[config.mk]
export PLATFORM = sky130hd
export DESIGN_NAME = gray_binary_seq
export DESIGN_NICKNAME = d
export VERILOG_FILES = /design/src/rtl/gray_binary_seq.sv
export SDC_FILE = /design/constraint.sdc
export NUM_CORES = 1
export LEC_CHECK = 0
export ABC_AREA = 1
export CORE_MARGIN = 2
export CORE_UTILIZATION = 40
export CTS_BUF_LIST = sky130_fd_sc_hd__clkbuf_8
export CTS_CLUSTER_DIAMETER = 50
export DETAILED_ROUTE_END_ITERATION = 16
export GPL_TIMING_DRIVEN = 0
export SLEW_MARGIN = 40
export SYNTH_ARGS = -nofsm -noshare
export SYNTH_HDL_FRONTEND = slang
export SYNTH_SLANG_ARGS = --single-unit
export TNS_END_PERCENT = 5
[constraint.sdc]
create_clock -name clk -period 2.8 [get_ports clk]
set_clock_uncertainty 0.05 [all_clocks]
set_input_delay 0.28 -clock clk [delete_from_list [all_inputs] [get_ports clk]]
set_output_delay 0.28 -clock clk [all_outputs]
set_load 0.02 [all_outputs]
[src/rtl/gray_binary_seq.sv]
// Handshaked Gray-to-binary converter: resolves one binary bit per clock, MSB first,
// and holds the finished word on a valid/ready output until the consumer takes it.
module gray_binary_seq #(
    parameter int WIDTH = 4
) (
    input  logic             clk,
    input  logic             rst,
    input  logic             in_valid,
    output logic             in_ready,
    input  logic [WIDTH-1:0] gray_in,
    output logic             out_valid,
    input  logic             out_ready,
    output logic [WIDTH-1:0] binary_out,
    output logic             busy
);
    localparam int IDX_W = $clog2(WIDTH);
    localparam logic [IDX_W-1:0] IDX_START = IDX_W'(WIDTH - 2);

    typedef enum logic [1:0] {
        IDLE = 2'd0,
        CONV = 2'd1,
        DONE = 2'd2
    } state_t;

    state_t           state;
    state_t           state_nx;
    logic [WIDTH-1:0] g_reg;
    logic [WIDTH-1:0] acc;
    logic [WIDTH-1:0] acc_nx;
    logic [IDX_W-1:0] idx;
    logic [IDX_W-1:0] idx_p1;

    always_ff @(posedge clk) begin
        if (rst) begin
            state <= IDLE;
        end else begin
            state <= state_nx;
        end
    end

    always_comb begin
        state_nx  = state;
        in_ready  = (state == IDLE) && !rst;
        out_valid = (state == DONE);
        busy      = (state != IDLE);
        case (state)
            IDLE:    if (in_valid)    state_nx = CONV;
            CONV:    if (idx == '0)   state_nx = DONE;
            DONE:    if (out_ready)   state_nx = IDLE;
            default:                  state_nx = IDLE;
        endcase
    end

    // One XOR per cycle: the bit below the last resolved one.
    always_comb begin
        idx_p1      = idx + 1'b1;
        acc_nx      = acc;
        acc_nx[idx] = acc[idx_p1] ^ g_reg[idx];
    end

    always_ff @(posedge clk) begin
        if (rst) begin
            g_reg      <= '0;
            acc        <= '0;
            idx        <= '0;
            binary_out <= '0;
        end else if (state == IDLE && in_valid) begin
            g_reg <= gray_in;
            acc   <= {gray_in[WIDTH-1], {(WIDTH-1){1'b0}}};
            idx   <= IDX_START;
        end else if (state == CONV) begin
            acc <= acc_nx;
            idx <= idx - 1'b1;
            // Publish only the complete word so partial results never reach the port.
            if (idx == '0) begin
                binary_out <= acc_nx;
            end
        end
    end

endmodule

==> flow_metrics.py, run 1 <==
metrics = {
    "sta": {
        "max_freq_mhz": 528,
        "tightest_slew_ns": 0.305,
        "fin_crit_sh_pct": 67.7,
        "slew_headroom_pct": 79.6,
        "whs_ns": 0.417,
        "final_hold_viol_count": 0,
        "setup_viol": 0,
        "rsz0062_at_grt": "false",
        "tns_ns": 0,
        "slew_violations": 0,
        "period_needed_ns": 1.89,
    },
    "setup_path": {
        "crit_type": "input port to primary output",
        "startpoint_type": "input port",
        "cp_top_family": "buffers and inverters",
        "slowest_stage": "clkdlybuf4s50_1",
        "critPathBufInv": 2,
        "critical_path.max_stage_delay_ns": 0.61,
        "cp_max_fo": 6,
        "cp_data_arrival_time_ns": 1.56,
        "crit_path_frequent_cell": "clkdlybuf4s50_1",
        "cp-end-kind": "primary output",
        "crit_chain": "clkdlybuf4s50_1 > nor2_1 > clkdlybuf4s50_1",
        "required_ns": 2.47,
    },
    "synthesis": {
        "synth_area_um2": 920,
        "yosys_warnings": 0,
        "avgSynthCellArea_um2": 7.36,
        "yosysTopAreaCellShare_pct": 34.8,
        "ys_types": 22,
        "ys_ff_latch": 16,
        "ys_seq_area_share_pct": 34.8,
        "synth.area.top_cells": "dfxtp_1, nand2_1, nand2_2",
        "synth_top_cell_by_area": "dfxtp_1",
        "synth_nets": 137,
        "synth_cells": 125,
    },
    "pwr": {
        "switching_share_pct": 32.3,
        "finalPower_mw": 0.614,
        "leakage_nw": 0.520,
        "power.share.clock_pct": 27.6,
        "p_seq_share_pct": 43.1,
        "p_switching_mw": 0.198,
        "ir_drop_v": 0.000311,
        "power.density_mw_per_mm2": 540,
        "combPwrFrac_pct": 29.3,
        "p_int_mw": 0.416,
    },
    "global_route": {
        "grt_usage_pct": 17.3,
        "antenna_found_initial": 0,
        "grt_pass1_vias": 790,
        "grt_first_pass_wirelength_um": 3410,
        "grt_max_degree": 11,
        "grt_overflow": 0,
    },
    "layout": {
        "insertedDiodeCount": 0,
        "final_common_cell": "nand2_1",
        "final_cell_mix": "nand2_1, inv_1, dfxtp_1",
        "nets": 156,
        "area_growth_pct": 23.5,
        "drive_gt1_share_pct": 20.4,
    },
    "clock_tree": {
        "cts_tree": "yes",
        "cts_buffers": 3,
        "htree_levels": 1,
        "clock-sinks": 16,
        "cts_setup_buffers": 0,
        "post_cts_resized": 0,
        "clk_pin_slew_ns": 0.06,
        "ctsHoldBuffers": 0,
        "cts-root-buf": "clkbuf_8",
        "clockBufferDepth": 2,
        "insertion_delay_ns": 0.25,
    },
    "die": {
        "die-area_mm2": 0.00270,
        "die_width_um": 52.0,
        "rows": 17,
        "top_level_ports": 15,
        "start_util_pct": 42.0,
        "core_mm2": 0.00219,
        "fp.dieH_um": 52.0,
    },
    "status": {
        "status": "finished clean",
    },
    "drt": {
        "wl_met2_um": 849,
        "wl_um": 1900,
        "avgViaCountPerCell": 4.92,
        "drt_iter0_markers": 18,
        "antenna_left": 0,
        "vias": 836,
        "dr.max_layer_used": "met4",
        "drcViolationCount": 0,
        "met1Wirelength_um": 920,
        "firstDrtPassIters": 4,
        "wl_met3_um": 98,
        "wl_per_cell_um": 11.2,
    },
    "placement": {
        "place_congestion": 0.885,
        "numPortBuffers": 14,
        "hpwl_um": 1510,
    },
    "min_path": {
        "hp-class": "flip-flop to flip-flop",
    },
    "run": {
        "cap_violations": 0,
    },
}
worst reg2reg max path: cells and delay by family, from the launching register on:
family | cells | cell delay (ns)
AO/OA/AOI/OAI | 1 | 0.10
adder cells (fa/ha/maj) | 1 | 0.37
buffers and inverters | 3 | 0.29
flip-flops | 1 | 0.50
AND/OR/NAND/NOR | 5 | 0.45
final timing paths:
check | from | to | slack, ns | cells after the start
setup / recovery | rst | in_ready | 0.91 | 3
hold / removal | g_reg[3] | g_reg[3] | 0.42 | 2
setup reg to reg | idx[0] | binary_out[1] | 0.95 | 10
hold reg to reg | g_reg[3] | g_reg[3] | 0.42 | 2
synthesized netlist by cell type (all sizes together):
| cell type | number |
|---|---|
| or2 | 1 |
| nor2 | 11 |
| nand2 | 39 |
| o31ai | 1 |
| nand3 | 10 |
| inv | 21 |
| nor3 | 1 |
| o211ai | 5 |
| dfxtp | 16 |
| o21ai | 4 |
| o2111ai | 1 |
| ha | 4 |
| o21a | 4 |
| a21oi | 7 |
kinds of logic (layout without fill, tap and decap cells):
group                      count (synthesis)  after routing  share of synthesized area (%)
DFF                                       16             16                           34.8
buffers and inverters                     21             38                           8.84
and+or+nand+nor                           62             62                           35.4
AOI/OAI and AO/OA                         22             22                           15.5
adders and majority gates                  4              4                           5.44
power groups by stage:
stage	registers [mW]	clock network, mW	logic [mW]
final	0.264	0.170	0.180
after global routing	0.267	0.186	0.202
after CTS	0.265	0.174	0.182
after detailed placement	0.270	0	0.181
after global placement	0.269	0	0.178
after floorplan	0.273	0	0.121
layout make-up:
class | count | area (um^2)
fillers | 228 | 1050
multi-input cells | 88 | 518
flip-flops and latches | 16 | 320
repair buffers | 14 | 140
inverters | 21 | 81.3
clock buffers | 3 | 41.3
well taps | 28 | 35.0
per-layer routing:
layer,vias up,GRT usage [%]
met5,-,0
li1,437,-
met1,377,22.6
met4,0,9.21
met2,18,27.2
met3,4,2.87
stage by stage:
step / area, um^2 / instances / setup slack (ns) / util (%)
4_1_cts: 1140 / 170 / 0.895 / 51.9
3_5_place_dp: 1090 / 167 / 0.898 / 50.0
2_1_floorplan: 920 / 125 / 1.17 / -
6_report: 1140 / 170 / 0.905 / 51.9
3_3_place_gp: 1090 / 167 / 0.904 / 50.0
5_1_grt: 1140 / 170 / 0.772 / 51.9
No activity file was read; power rests on OpenSTA's default activity.
==> run 2: changes to the inputs <==
- clock period: 2.8 -> 2 ns (I/O delays scaled with it)
==> run 2 against run 1 <==
Against the previous run: flip-flop and latch count did not move; non-clock buffer count did not move; highest routed layer unchanged; clock power rose by 39%; routed wire length did not move; cell area rose by 0.11%; first-iteration DRC count did not move; largest cell class unchanged.
==> flow_metrics.py, run 2 (synthesis gave the netlist of run 1 again) <==
metrics = {
    "die": {
        "start_util_pct": 42.0,
        "fp.dieH_um": 52.0,
        "core_mm2": 0.00219,
        "die_width_um": 52.0,
        "die-area_mm2": 0.00270,
        "rows": 17,
        "top_level_ports": 15,
    },
    "clock_tree": {
        "insertion_delay_ns": 0.25,
        "cts_buffers": 3,
        "cts_setup_buffers": 0,
        "clockBufferDepth": 2,
        "clk_pin_slew_ns": 0.06,
        "htree_levels": 1,
        "cts_tree": "yes",
        "cts-root-buf": "clkbuf_8",
        "clock-sinks": 16,
    },
    "setup_path": {
        "crit_chain": "nor2_1 > inv_1 > nor2_1 > clkdlybuf4s50_1",
        "startpoint_type": "flip-flop",
        "r2r_slack_ns": 0.27,
        "crit_path_frequent_cell": "nor2_1",
        "slowest_stage": "clkdlybuf4s50_1",
        "cp_data_arrival_time_ns": 1.51,
        "cp_max_fo": 3,
        "cp-startpoint": "state[1]",
        "crit_type": "flip-flop to primary output",
        "required_ns": 1.75,
        "critical_path.max_stage_delay_ns": 0.61,
        "cp-end-kind": "primary output",
        "r2r_end": "binary_out[1]",
        "r2r_start": "idx[1]",
        "r2r_cells": 10,
    },
    "drt": {
        "vias": 836,
        "wl_per_cell_um": 11.2,
        "antenna_left": 0,
        "wl_um": 1900,
        "avgViaCountPerCell": 4.92,
        "drt_iter0_markers": 18,
        "firstDrtPassIters": 4,
        "drcViolationCount": 0,
    },
    "global_route": {
        "grt_max_degree": 11,
        "grt_first_pass_wirelength_um": 3410,
        "grt_usage_pct": 17.3,
        "grt_pass1_vias": 790,
        "antenna_found_initial": 0,
        "grt_overflow": 0,
    },
    "run": {
        "cap_violations": 0,
    },
    "placement": {
        "hpwl_um": 1510,
        "numPortBuffers": 14,
        "place_congestion": 0.885,
    },
    "sta": {
        "max_freq_mhz": 568,
        "slew_headroom_pct": 81.5,
        "rsz0062_at_grt": "false",
        "tightest_slew_ns": 0.277,
        "fin_crit_sh_pct": 88.1,
        "period_needed_ns": 1.76,
        "final_hold_viol_count": 0,
        "setup_viol": 0,
        "slew_violations": 0,
        "tns_ns": 0,
    },
    "pwr": {
        "power.density_mw_per_mm2": 756,
        "leakage_nw": 0.520,
        "ir_drop_v": 0.000435,
    },
    "layout": {
        "insertedDiodeCount": 0,
        "final_util_pct": 51.9,
        "drive_gt1_share_pct": 21.1,
        "nets": 156,
        "area_growth_pct": 23.7,
        "fillCellCount": 227,
        "final_cell_mix": "nand2_1, inv_1, dfxtp_1",
        "final_common_cell": "nand2_1",
    },
    "min_path": {
        "hold_path.startpoint": "g_reg[3]",
        "hp-class": "flip-flop to flip-flop",
        "min_delay_path_depth": 2,
        "hold_path_end": "g_reg[3]",
    },
    "status": {
        "status": "finished clean",
    },
}
==> run 2: cell count changes in the layout (fill, tap and decap cells not counted) <==
cell     delta
dfxtp_1     -1
dfxtp_2     +1
==> run 2: worst max-delay path: cells and delay by family (launching register included) <==
family | cells | cell delay (ns)
buf+inv | 2 | 0.68
flops | 1 | 0.34
simple gates | 2 | 0.25
==> run 2: routing by layer <==
layer	track usage [%]	wire, um
met2	27.2	849
met5	0	0
met4	9.21	34
met3	2.87	98
met1	22.6	920
==> run 2: repair_timing <==
action / in CTS / in global routing
endpoints found under the setup margin: 0 / 2
hold buffers: 0 / 0
gates resized for setup: 0 / 1
==> run 2: area by class of cell <==
class	instances	area (um^2)	share of cell area, %
multi-input combinational	88	518	45.5
sequential	16	322	28.3
timing repair buffer	14	140	12.3
inverter	21	81.3	7.15
clock buffer	3	41.3	3.63
tap	28	35.0	3.08
==> run 2: worst max path at each step <==
stage	to	slack, ns	cells past startpoint
after floorplan	acc[2]	0.37	10
after global placement	binary_out[2]	0.18	10
after detailed placement	binary_out[2]	0.16	10
after CTS	binary_out[2]	0.15	10
after global routing	binary_out[2]	0.07	10
final	in_ready	0.24	4
==> run 2: power by group <==
part / switching [mW] / total (mW) / internal [mW]
clock: 0.104 / 0.237 / 0.133
combinational: 0.150 / 0.252 / 0.101
sequential: 0.0229 / 0.370 / 0.347
==> run 2: per-stage QoR <==
step	hold slack (ns)	power [mW]	std cells	setup WS, ns	cell area [um^2]
2_1_floorplan	0.212	0.551	125	0.372	920
3_3_place_gp	0.415	0.626	167	0.180	1090
3_5_place_dp	0.411	0.630	167	0.159	1090
4_1_cts	0.420	0.869	170	0.150	1140
5_1_grt	0.460	0.917	170	0.0733	1140
6_report	0.417	0.860	170	0.239	1140
